<file path="src/rtl/fetch_pkg.sv">
// Shared fetch-stage types: address width, reset vector and the buffered instruction entry.
package fetch_pkg;

   localparam int              XLEN     = 32;
   localparam logic [XLEN-1:0] RESET_PC = 32'h0000_0000;
   localparam int              INSTR_W  = 32;

   typedef struct packed {
      logic [XLEN-1:0]    pc;
      logic [INSTR_W-1:0] instr;
   } fetch_entry_t;

endpackage

</file>
<file path="src/rtl/sync_fifo.sv">
// Generic synchronous FIFO with flush; the head is visible the cycle after it is written (no bypass).
// A push is accepted when full only together with a pop; flush has priority over push and pop.
module sync_fifo import fetch_pkg::*; #(
   parameter int  DEPTH = 4,
   parameter type T     = fetch_entry_t
) (
   input  logic                       clk,
   input  logic                       reset,
   input  logic                       flush_i,
   input  logic                       push_i,
   input  T                           push_dat_i,
   input  logic                       pop_i,
   output T                           pop_dat_o,
   output logic                       empty_o,
   output logic [$clog2(DEPTH+1)-1:0] count_o
);

   localparam int AW = $clog2(DEPTH);
   localparam int CW = $clog2(DEPTH+1);

   T              mem_q [DEPTH];
   logic [AW-1:0] wr_ptr_q;
   logic [AW-1:0] rd_ptr_q;
   logic [CW-1:0] count_q;
   logic          full;
   logic          do_push;
   logic          do_pop;

   assign full      = (count_q == CW'(DEPTH));
   assign empty_o   = (count_q == '0);
   assign count_o   = count_q;
   assign do_pop    = pop_i && !empty_o;
   assign do_push   = push_i && (!full || do_pop);
   assign pop_dat_o = mem_q[rd_ptr_q];

   // Pointers wrap naturally because DEPTH is a power of two.
   always_ff @(posedge clk) begin
      if (reset || flush_i) begin
         wr_ptr_q <= '0;
         rd_ptr_q <= '0;
         count_q  <= '0;
      end else begin
         if (do_push) wr_ptr_q <= wr_ptr_q + AW'(1);
         if (do_pop)  rd_ptr_q <= rd_ptr_q + AW'(1);
         count_q <= count_q + CW'(do_push) - CW'(do_pop);
      end
   end

   always_ff @(posedge clk) begin
      if (do_push) mem_q[wr_ptr_q] <= push_dat_i;
   end

endmodule

</file>
<file path="src/rtl/fetch_unit.sv">
// Instruction fetch: issues word-aligned requests, buffers in-order responses, squashes on redirect.
// Request issue is throttled so in-flight requests plus buffered entries never exceed DEPTH.
module fetch_unit #(
   parameter int                  XLEN     = fetch_pkg::XLEN,
   parameter logic [XLEN-1:0]     RESET_PC = fetch_pkg::RESET_PC,
   parameter int                  DEPTH    = 4
) (
   input  logic                   clk,
   input  logic                   reset,
   output logic                   imem_req_valid,
   input  logic                   imem_req_ready,
   output logic [XLEN-1:0]        imem_req_addr,
   input  logic                   imem_resp_valid,
   input  logic [31:0]            imem_resp_data,
   input  logic                   redirect_valid,
   input  logic [XLEN-1:0]        redirect_pc,
   output logic                   if_valid,
   input  logic                   if_ready,
   output logic [XLEN-1:0]        if_pc,
   output logic [31:0]            if_instr
);
   import fetch_pkg::*;

   localparam int CW = $clog2(DEPTH+1);
   localparam int SW = CW + 1;

   logic [XLEN-1:0] fetch_pc_q, fetch_pc_d;
   logic [XLEN-1:0] resp_pc_q, resp_pc_d;
   logic [CW-1:0]   outst_q, outst_d;
   logic [CW-1:0]   discard_q, discard_d;
   logic [CW-1:0]   buf_count;
   logic [SW-1:0]   in_use;
   logic [XLEN-1:0] redir_aligned;
   logic            buf_empty;
   logic            req_fire;
   logic            resp_keep;
   logic            if_fire;
   fetch_entry_t    push_dat;
   fetch_entry_t    head;

   assign redir_aligned  = redirect_pc & ~XLEN'(3);
   assign in_use         = SW'(outst_q) + SW'(buf_count);
   assign imem_req_valid = !reset && !redirect_valid && (in_use < SW'(DEPTH));
   assign imem_req_addr  = fetch_pc_q;
   assign req_fire       = imem_req_valid && imem_req_ready;
   // Responses still owed to a squashed path, or racing a redirect, never reach the buffer.
   assign resp_keep      = imem_resp_valid && !redirect_valid && (discard_q == '0);
   assign if_valid       = !reset && !buf_empty;
   assign if_fire        = if_valid && if_ready;
   assign if_pc          = head.pc;
   assign if_instr       = head.instr;
   assign push_dat       = '{pc: resp_pc_q, instr: imem_resp_data};

   always_comb begin
      fetch_pc_d = fetch_pc_q;
      resp_pc_d  = resp_pc_q;
      outst_d    = outst_q + CW'(req_fire) - CW'(imem_resp_valid);
      discard_d  = discard_q;
      if (req_fire)  fetch_pc_d = fetch_pc_q + XLEN'(4);
      if (resp_keep) resp_pc_d  = resp_pc_q + XLEN'(4);
      if (imem_resp_valid && (discard_q != '0)) discard_d = discard_q - CW'(1);
      if (redirect_valid) begin
         fetch_pc_d = redir_aligned;
         resp_pc_d  = redir_aligned;
         discard_d  = outst_d;
      end
   end

   always_ff @(posedge clk) begin
      if (reset) begin
         fetch_pc_q <= RESET_PC;
         resp_pc_q  <= RESET_PC;
         outst_q    <= '0;
         discard_q  <= '0;
      end else begin
         fetch_pc_q <= fetch_pc_d;
         resp_pc_q  <= resp_pc_d;
         outst_q    <= outst_d;
         discard_q  <= discard_d;
      end
   end

   sync_fifo #(
      .DEPTH (DEPTH),
      .T     (fetch_entry_t)
   ) u_ibuf (
      .clk        (clk),
      .reset      (reset),
      .flush_i    (redirect_valid),
      .push_i     (resp_keep),
      .push_dat_i (push_dat),
      .pop_i      (if_fire),
      .pop_dat_o  (head),
      .empty_o    (buf_empty),
      .count_o    (buf_count)
   );

endmodule
</file>
<file path="config.mk">
export PLATFORM = sky130hd
export DESIGN_NAME = fetch_unit
export DESIGN_NICKNAME = d
export VERILOG_FILES = /design/src/rtl/fetch_pkg.sv /design/src/rtl/sync_fifo.sv /design/src/rtl/fetch_unit.sv
export SDC_FILE = /design/constraint.sdc
export NUM_CORES = 1
export LEC_CHECK = 0
export CORE_ASPECT_RATIO = 0.6
export CORE_MARGIN = 2
export CORE_UTILIZATION = 25
export CTS_BUF_LIST = sky130_fd_sc_hd__clkbuf_8 sky130_fd_sc_hd__clkbuf_16
export CTS_CLUSTER_SIZE = 30
export DETAILED_ROUTE_END_ITERATION = 6
export GPL_ROUTABILITY_DRIVEN = 0
export PLACE_DENSITY_LB_ADDON = 0.12
export SYNTH_ARGS = -nofsm -noshare
export SYNTH_HDL_FRONTEND = slang
export SYNTH_SLANG_ARGS = --single-unit
</file>
<file path="constraint.sdc">
create_clock -name clk -period 5.1 [get_ports clk]
set_clock_uncertainty 0.05 [all_clocks]
set_input_delay 1.02 -clock clk [delete_from_list [all_inputs] [get_ports clk]]
set_output_delay 1.02 -clock clk [all_outputs]
set_load 0.02 [all_outputs]
</file>
======== After elaboration in Yosys (flattened, before gate mapping) ========
Memories as Yosys holds them, arrays and structs flattened. A register that Yosys moved wholly into a read port is not among the register bits.
Index checks and enable logic that the tools add are counted.
operators by class
  $lt $le $gt $ge ......................... 1
  reduce and logical (&&, ||, !) cells .... 23
  muxes and demuxes ....................... 10
  $add $sub $neg .......................... 10
  equal/unequal tests ..................... 1
operator list
  operator                 count
  $mux W32                 4
  $add A32 B3 Y32 const B  2
  $logic_and A1 B1 Y1      10
  $add A3 B1 Y3            2
  $logic_not A3 Y1         2
  $mux W3                  2
  $reduce_bool A2 Y1       3
  $sub A3 B1 Y3            2
  $add A2 B1 Y2 const B    2
  $add A3 B3 Y4            1
  $logic_not A1 Y1         4
  $lt A4 B3 Y1 const B     1
  $mux W2                  2
  $eq A3 B3 Y1 const B     1
  $reduce_bool A3 Y1       1
  $sub A3 B1 Y3 const B    1
  $logic_or A1 B1 Y1       2
  $mux W1                  2
  $reduce_or A2 Y1         1
storage, ports and cells
  memories kept ........................... 1
  flip-flop bits (word level) ............. 77
  input port bits ......................... 70
  bits in writable memories ............... 256
memories
  memory        depth  width  rd ports  clocked after Yosys merged registers in  write ports  line             source
  u_ibuf.mem_q  4      64     1         1                                        1            sync_fifo.sv:21  T mem_q [DEPTH];

======== Logic depth before layout (Yosys ltp) ========
Gate-level depths: netlist of run 1.
  depth in word-level cells ............... 9
  gate-level depth with buffers ........... 14
  gate-level depth less buffers ........... 13

======== Hierarchy ========
From an unflattened synthesis of run 1, not the netlist that was laid out.
second synthesis, totals
  cell total of the unflattened synthesis .. 848
  area, all modules ....................... 13503.0 sq um
by module, submodules not included
  module      cells an instance  times used  area each (sq um)  seq. area each (sq um)
  sync_fifo   383                1           9679.3             7867.5
  fetch_unit  465                1           3823.7             1321.3

======== Least setup slack after synthesis of run 1 ========
Ideal clock, no wire load.
  path kind ............................... input-to-reg
  start ................................... input port imem_resp_valid
  end ..................................... memory u_ibuf.mem_q[0][0] in the netlist's numbering, enable pin
  stages on the path ...................... 4
  slack ................................... 1387 ps
  data required time ...................... 4624 ps
  buffers on the path ..................... 1
  setup time .............................. 426 ps
  arrival time ............................ 3237 ps
  path through ............................ buf_4 nand3b_4 a311oi_2 and2_1
on the way
  longest elaborated chain between the ends .. 5
RTL lines
  element                           line              source
  start: declaration                fetch_unit.sv:13  input logic imem_resp_valid,
  $logic_and A1 B1 Y1 (2 in a row)  fetch_unit.sv:47  assign resp_keep = imem_resp_valid && !redirect_valid && (discard_q == '0);
  $logic_and A1 B1 Y1               sync_fifo.sv:33   assign do_push = push_i && (!full || do_pop);
  net u_ibuf.do_push                sync_fifo.sv:26   logic do_push;
  $mux W1                           sync_fifo.sv:50   if (do_push) mem_q[wr_ptr_q] <= push_dat_i;
  $mux W1 (not written as such)     sync_fifo.sv:50
  end: declaration                  sync_fifo.sv:21
The timed path passes the listed nets, and every way through them passes these cells.

======== Final worst setup path of run 1 ========
  start ................................... input port reset
  end ..................................... output port imem_req_valid
on the way
  longest elaborated chain between the ends .. 3
RTL lines
  element                           line              source
  start: declaration                fetch_unit.sv:9   input logic reset,
  $logic_not A1 Y1                  fetch_unit.sv:43  assign imem_req_valid = !reset && !redirect_valid && (in_use < SW'(DEPTH));
  $logic_and A1 B1 Y1 (2 in a row)  fetch_unit.sv:43
  end: declaration                  fetch_unit.sv:10  output logic imem_req_valid,
No other way between the ends.

==> metrics.txt, run 1 <==
outcome completed; Pwr Density 358 nW/um2; placed cells 1697; cell mode on critical path clkdlybuf4s50_1; Core Area about 53000 um2; WP buf/inv 3; HP Start u_ibuf.rd_ptr_q[1]; flops & latches, synth 323; Sequential Power Share 0.499; Worst Path Max Fanout 12; detailed-route wire length per cell between 20 and 25 um; Crit path required time 4.03 ns; HP Class reg -> reg; number of global-route vias before repair between 8000 and 9000; vias per cell about 4.7; fraction of final layout cells sized beyond drive strength 1 0.140; Avg Cell Area, Syn 15.6 um2; area post-placement between 15000 and 20000 um2; Util after Layout 0.323; Worst setup EP type output port; # diodes 0; Crit Path Category in -> out; Fmax roughly 260 MHz; Post-synth EDFFs 248; Initial Util 0.254; R2R Path Start u_ibuf.count_o[2]; initial antenna violation count 0; synth unique cells 63; Post-Syn Area around 13000 um2; Setup TNS 0 ns; clk sink count 323; slowest cell on the critical path clkdlybuf4s50_1; Final Hold Viols 0; Synth area leaders edfxtp_1, dfxtp_1, mux4_2; setup bufs post-CTS 0; post-DP HPWL 24400 um; final count of pins violating max slew 0; Yosys top cell by area edfxtp_1; WHS roughly 0.47 ns; Psw between 1 and 1.5 mW; clk_lat worst skew 0.52 ns; # rows 65; largest net degree at the start of global routing 43; min Tclk post-route ~3.9 ns; Logic pwr share 0.101; # H-tree levels 2; Critical Path Start Type primary input; global route overflow 0; Sw Share 0.238; cts-stage hold buffer count 0; FFs w/ async S/R, synth 0; Total GRT Usage 0.132; Area Overhead vs Synth 27.2%; max_slew headroom 0.240; CP top delay family buffers and inverters; Yosys top cell area share 0.558; worst-case vdd ir drop around 0.00019 V; ys flop type edfxtp_1; Max Root-Sink Buffers 3; Clk pwr share 0.400; register area share after synthesis 0.670; DIE AREA 55300 um2; Num CTS Buffers 35; post-route ant nets 0; Int Power between 4 and 5 mW; Final period util 0.762; Post-route DRC 0; Leak Pwr about 5.4 nW; RSZ-0062 raised after global routing no; vias after detailed routing approximately 8300; Die H 183 um; I/O Pins approximately 170; Worst-path clk slew roughly 0.050 ns; Post-Syn Instances ~860; fin area between 15000 and 20000 um2; crit path cell chain clkdlybuf4s50_1 -> buf_4 -> or2_2 -> nor3_1 -> clkdlybuf4s50_1; drt total wl between 30000 and 40000 um; Layout Nets approximately 1100; setup violators final 0; die width between 300 and 400 um; Layout Cells excl Fill about 1800; # port buffers about 160; Slew @ Worst Pin ~1.1 ns; first-pass GRT wire length around 55000 um; CTS tree yes; DRT Pass-1 Iters 5; CP startpoint reset; synth warn 0; max-cap violation count 0; DR iter-0 viols around 560; root buf cell clkbuf_16; Max stage delay on crit path between 0.6 and 0.7 ns; Arr. time, crit path around 2.8 ns; # resized after CTS 0
cells in the mapped netlist, types with 4 or more instances:
library cell  count
edfxtp_1        248
dfxtp_1          75
mux4_2           62
nand2_1          39
nor2_1           31
clkbuf_1         28
nand3_1          24
nor3_1           23
nand4_1          22
xnor2_1          18
and4_1           17
inv_1            17
nor4_1           17
and3_1           16
and2_1           15
a31oi_1          14
buf_2            14
ha_1             14
o21ai_0          14
a211oi_1         13
or4_1            11
a311oi_1          9
o31a_1            9
a21oi_1           8
nor2b_1           8
o21a_1            8
o31ai_1           8
o311ai_0          6
or3_1             6
a21boi_0          5
a311o_1           5
buf_4             5
o211ai_1          5
buf_1             4
nand2b_1          4
logic make-up after synthesis:
group / count (synthesis) / share of synthesized area
AOI/OAI and AO/OA: 119 / 0.0673
xor gates and xnor gates: 19 / 0.0125
adders and majority gates: 16 / 0.0161
buffers and inverters: 69 / 0.0221
DFF: 323 / 0.670
muxes: 63 / 0.105
other: 1 / 0.000281
and+or+nand+nor: 246 / 0.106
power groups by stage:
| stage | Combinational (mW) | Clock, mW | Sequential (mW) |
|---|---|---|---|
| floorplan | 0.320 | 0 | 3.07 |
| global placement | 0.622 | 0 | 3.09 |
| detailed placement | 0.623 | 0 | 3.09 |
| CTS | 0.627 | 2.53 | 3.03 |
| global route | 0.672 | 2.64 | 3.04 |
| finish | 0.616 | 2.43 | 3.03 |
registers in the layout (all words and copies together) (netlist names), named ones only:
signal	flops
u_ibuf.mem_q	248
resp_pc_q	30
u_ibuf.count_o	3
outst_q	3
u_ibuf.wr_ptr_q	2
u_ibuf.rd_ptr_q	2
imem_req_addr	30
discard_q	3
through the flow:
| stage | setup slack (ns) | power, mW |
|---|---|---|
| 6_report | 1.21 | 6.07 |
| 5_1_grt | 1.07 | 6.36 |
| 4_1_cts | 1.16 | 6.18 |
| 3_5_place_dp | 0.996 | 3.71 |
| 3_3_place_gp | 1.02 | 3.71 |
| 2_1_floorplan | 1.39 | 3.39 |
final timing paths:
check / endpoint / slack [ns] / depth (start not counted)
max: imem_req_valid / 1.21 / 5
min: flop / 0.47 / 2
max reg2reg: discard_q[2] / 1.88 / 13
min reg2reg: flop / 0.47 / 2
worst min-delay path, cell delays in order (launching register included):
cell and delay (ns):
dfxtp_1 0.32, xnor2_1 0.11, nor2_1 0.05
layout make-up:
cell class,count,area [um2]
multi-input combinational,467,4130
clock buffer,40,978
fill,5121,35600
timing repair buffer,186,1860
sequential,323,8960
tap,703,880
clock inverter,22,113
inverter,18,67.6
layer usage:
| metal | vias to the layer above | GRT usage | share of wire |
|---|---|---|---|
| met2 | 155 | 0.193 | 0.43 |
| li1 | 3819 | - | - |
| met1 | 4301 | 0.201 | 0.51 |
| met4 | 0 | 0.0267 | 0.014 |
| met5 | - | 0 | 0 |
| met3 | 45 | 0.0284 | 0.050 |
cell usage in the layout (no fill, tap or decap), types with 5 or more instances in the layout:
| cell type | count |
|---|---|
| a311o_1 | 5 |
| nor3_1 | 23 |
| a31oi_1 | 14 |
| or4_1 | 11 |
| and4_1 | 17 |
| buf_4 | 20 |
| nand4_1 | 22 |
| nor2b_1 | 8 |
| and3_1 | 16 |
| inv_1 | 28 |
| o21ai_0 | 14 |
| nand2_1 | 39 |
| a211oi_1 | 13 |
| o31a_1 | 9 |
| buf_12 | 5 |
| nor4_1 | 17 |
| a311oi_1 | 9 |
| mux4_2 | 62 |
| edfxtp_1 | 248 |
| a21boi_0 | 5 |
| o211ai_1 | 5 |
| clkdlybuf4s50_1 | 160 |
| o311ai_0 | 6 |
| nor2_1 | 31 |
| o31ai_1 | 8 |
| nand3_1 | 24 |
| dfxtp_1 | 73 |
| ha_1 | 14 |
| xnor2_1 | 18 |
| clkinv_1 | 6 |
| clkbuf_16 | 38 |
| or3_1 | 6 |
| o21a_1 | 8 |
| a21oi_1 | 8 |
| and2_1 | 11 |
Note: power is estimated with default switching activity, not from simulation.
==> inputs of run 2 (changes only) <==
==> constraint.sdc (replaced) <==
create_clock -name clk -period 3.25 [get_ports clk]
set_clock_uncertainty 0.05 [all_clocks]
set_input_delay 0.65 -clock clk [delete_from_list [all_inputs] [get_ports clk]]
set_output_delay 0.65 -clock clk [all_outputs]
set_load 0.02 [all_outputs]
==> run 2 against run 1 <==
Register-to-register slack got worse by 1.5 ns; core utilization rose by 1.2 points; largest cell class unchanged; critical path depth fell by 1; routed wire length rose by 2.3%; non-clock buffer count rose by 29; combinational power rose by 67%; largest power group unchanged; via count rose by 0.43%; final area rose by 3.7%; worst setup slack got worse by 1.1 ns; hold slack got worse by 0.0023 ns.
==> metrics.txt, run 2 (synthesized netlist as in run 1, its figures left out) <==
gr busiest metal met2 (was met1); Post-route DRC 0 (unchanged); Die H 183 um (unchanged); first-pass GRT wire length 55900 um (was 55400 um); met3 usage 0.0269 (was 0.0284); largest net degree at the start of global routing 43 (unchanged); DR iter-0 viols 512 (was 557); Slew @ Worst Pin 0.769 ns (was 1.13 ns); Top reg by flops u_ibuf.mem_q (unchanged); Worst-path clk slew 0.06 ns (was 0.05 ns); crit path cell chain ha_1 -> or3_1 -> nor3_1 -> clkdlybuf4s50_1 (was clkdlybuf4s50_1 -> buf_4 -> or2_2 -> nor3_1 -> clkdlybuf4s50_1); Crit path required time 2.55 ns (was 4.03 ns); Util after Layout 0.334 (was 0.323); clk sink count 323 (unchanged); max_slew headroom 0.483 (was 0.240); detailed-route wire length per cell 20.7 um (was 20.6 um); RSZ-0062 raised after global routing no (unchanged); Core Area 52600 um2 (unchanged); Worst setup EP type output port (unchanged); most common library cell in the layout ignoring fill and taps edfxtp_1 (unchanged); worst-case vdd ir drop 0.000253 V (was 0.000189 V); final count of pins violating max slew 0 (unchanged); DRT Pass-1 Iters 5 (unchanged); root buf cell clkbuf_16 (unchanged); I/O Pins 168 (unchanged); Total GRT Usage 0.134 (was 0.132); Max Root-Sink Buffers 3 (unchanged); GR Util met1 0.199 (was 0.201); post-route ant nets 0 (unchanged); # rows 65 (unchanged); Setup TNS 0 ns (unchanged); slowest cell on the critical path clkdlybuf4s50_1 (unchanged); outcome completed (unchanged); Pwr Density 595 nW/um2 (was 358 nW/um2); max reg flops 248 (unchanged); # port buffers 161 (unchanged); CTS tree yes (unchanged); post-DP HPWL 24500 um (was 24400 um); Final period util 0.961; initial antenna violation count 0 (unchanged); Initial Util 0.254 (unchanged); Area Overhead vs Synth 31.9% (was 27.2%); # H-tree levels 2 (unchanged); setup violators final 0 (unchanged); global route overflow 0 (unchanged); Critical Path Start Type flop (was primary input); vias after detailed routing 8356 (was 8320); Fmax about 320 MHz; Worst Path Max Fanout 4 (was 12); DIE AREA 55300 um2 (unchanged); Leak Pwr 5.64 nW (was 5.37 nW); Final Hold Viols 0 (unchanged); fraction of final layout cells sized beyond drive strength 1 0.177 (was 0.140); met2 GRT Util 0.203 (was 0.193); setup bufs post-CTS 4 (was 0); vias per cell 4.66 (was 4.73); number of global-route vias before repair 8423 (was 8410); WP buf/inv 1 (was 3); Layout Nets 1148 (was 1117); Arr. time, crit path 2.42 ns (was 2.82 ns); Crit Path Category reg -> out (was in -> out); max-cap violation count 0 (unchanged); Num CTS Buffers 37 (was 35); cts-stage hold buffer count 0 (unchanged); clk_lat worst skew 0.53 ns (was 0.52 ns); Max stage delay on crit path 0.63 ns (was 0.64 ns); # resized after CTS 0 (unchanged); min Tclk post-route ~3.1 ns; most frequent cells in the layout edfxtp_1, clkdlybuf4s50_1, dfxtp_1 (unchanged); drt total wl 37100 um (was 36300 um); die width 302 um (unchanged); CP top delay family buffers and inverters (unchanged); Worst R2R Setup Slack 0.33 ns (was 1.88 ns); HP Class reg -> reg (unchanged)
run 2: cell count changes in the layout (fill, tap and decap cells not counted), sizes merged:
cell | previous run | this run
buf | 26 | 55
bufinv | 1 | 10
inv | 30 | 25
clkinvlp | 0 | 3
clkinv | 9 | 7
clkbuf | 40 | 39
diode | 0 | 1
run 2: metal layers:
layer	wire length, um	share of wire
met1	18400	0.49
met2	16600	0.45
met3	1660	0.045
met4	538	0.014
met5	0	0
run 2: power breakdown:
part	internal [mW]	leakage (nW)	switching, mW
registers	4.61	2.88	0.145
logic	0.488	2.08	0.540
clock network	2.97	0.683	1.72
total	8.07	5.64	2.41
run 2: area by class of cell:
cell class	count	area (um2)
Antenna cell	1	2.50
Clock buffer	39	976
Clock inverter	27	393
Fill cell	5143	35000
Inverter	18	67.6
Multi-Input combinational cell	467	4130
Sequential cell	323	8960
Tap cell	703	880
Timing Repair Buffer	215	2200
run 2: tightest hold or removal path: cells and delay by family, from the launching register on:
| family | cells | cell delay [ns] |
|---|---|---|
| and+or+nand+nor | 1 | 0.04 |
| xor gates and xnor gates | 1 | 0.11 |
| DFF | 1 | 0.32 |
run 2: per-stage QoR:
step                hold slack, ns  cells  power (mW)  cell area, um2  worst slack (ns)
CTS                          0.474   1792        10.7           17600            0.0304
finish                       0.463   1793        10.5           17600             0.126
global route                 0.497   1792        10.9           17600            0.0189
global placement             0.457   1722        5.88           16200           -0.0911
detailed placement           0.459   1722        5.88           16200           -0.0620
floorplan                    0.405    859        5.32           13400             0.203
run 2: worst paths after layout:
kind         depth (start not counted)                from              to
max                                  4   u_ibuf.count_o[2]  imem_req_valid
min                                  2  u_ibuf.rd_ptr_q[1]            flop
max reg2reg                         13   u_ibuf.count_o[2]    discard_q[2]
min reg2reg                          2  u_ibuf.rd_ptr_q[1]            flop
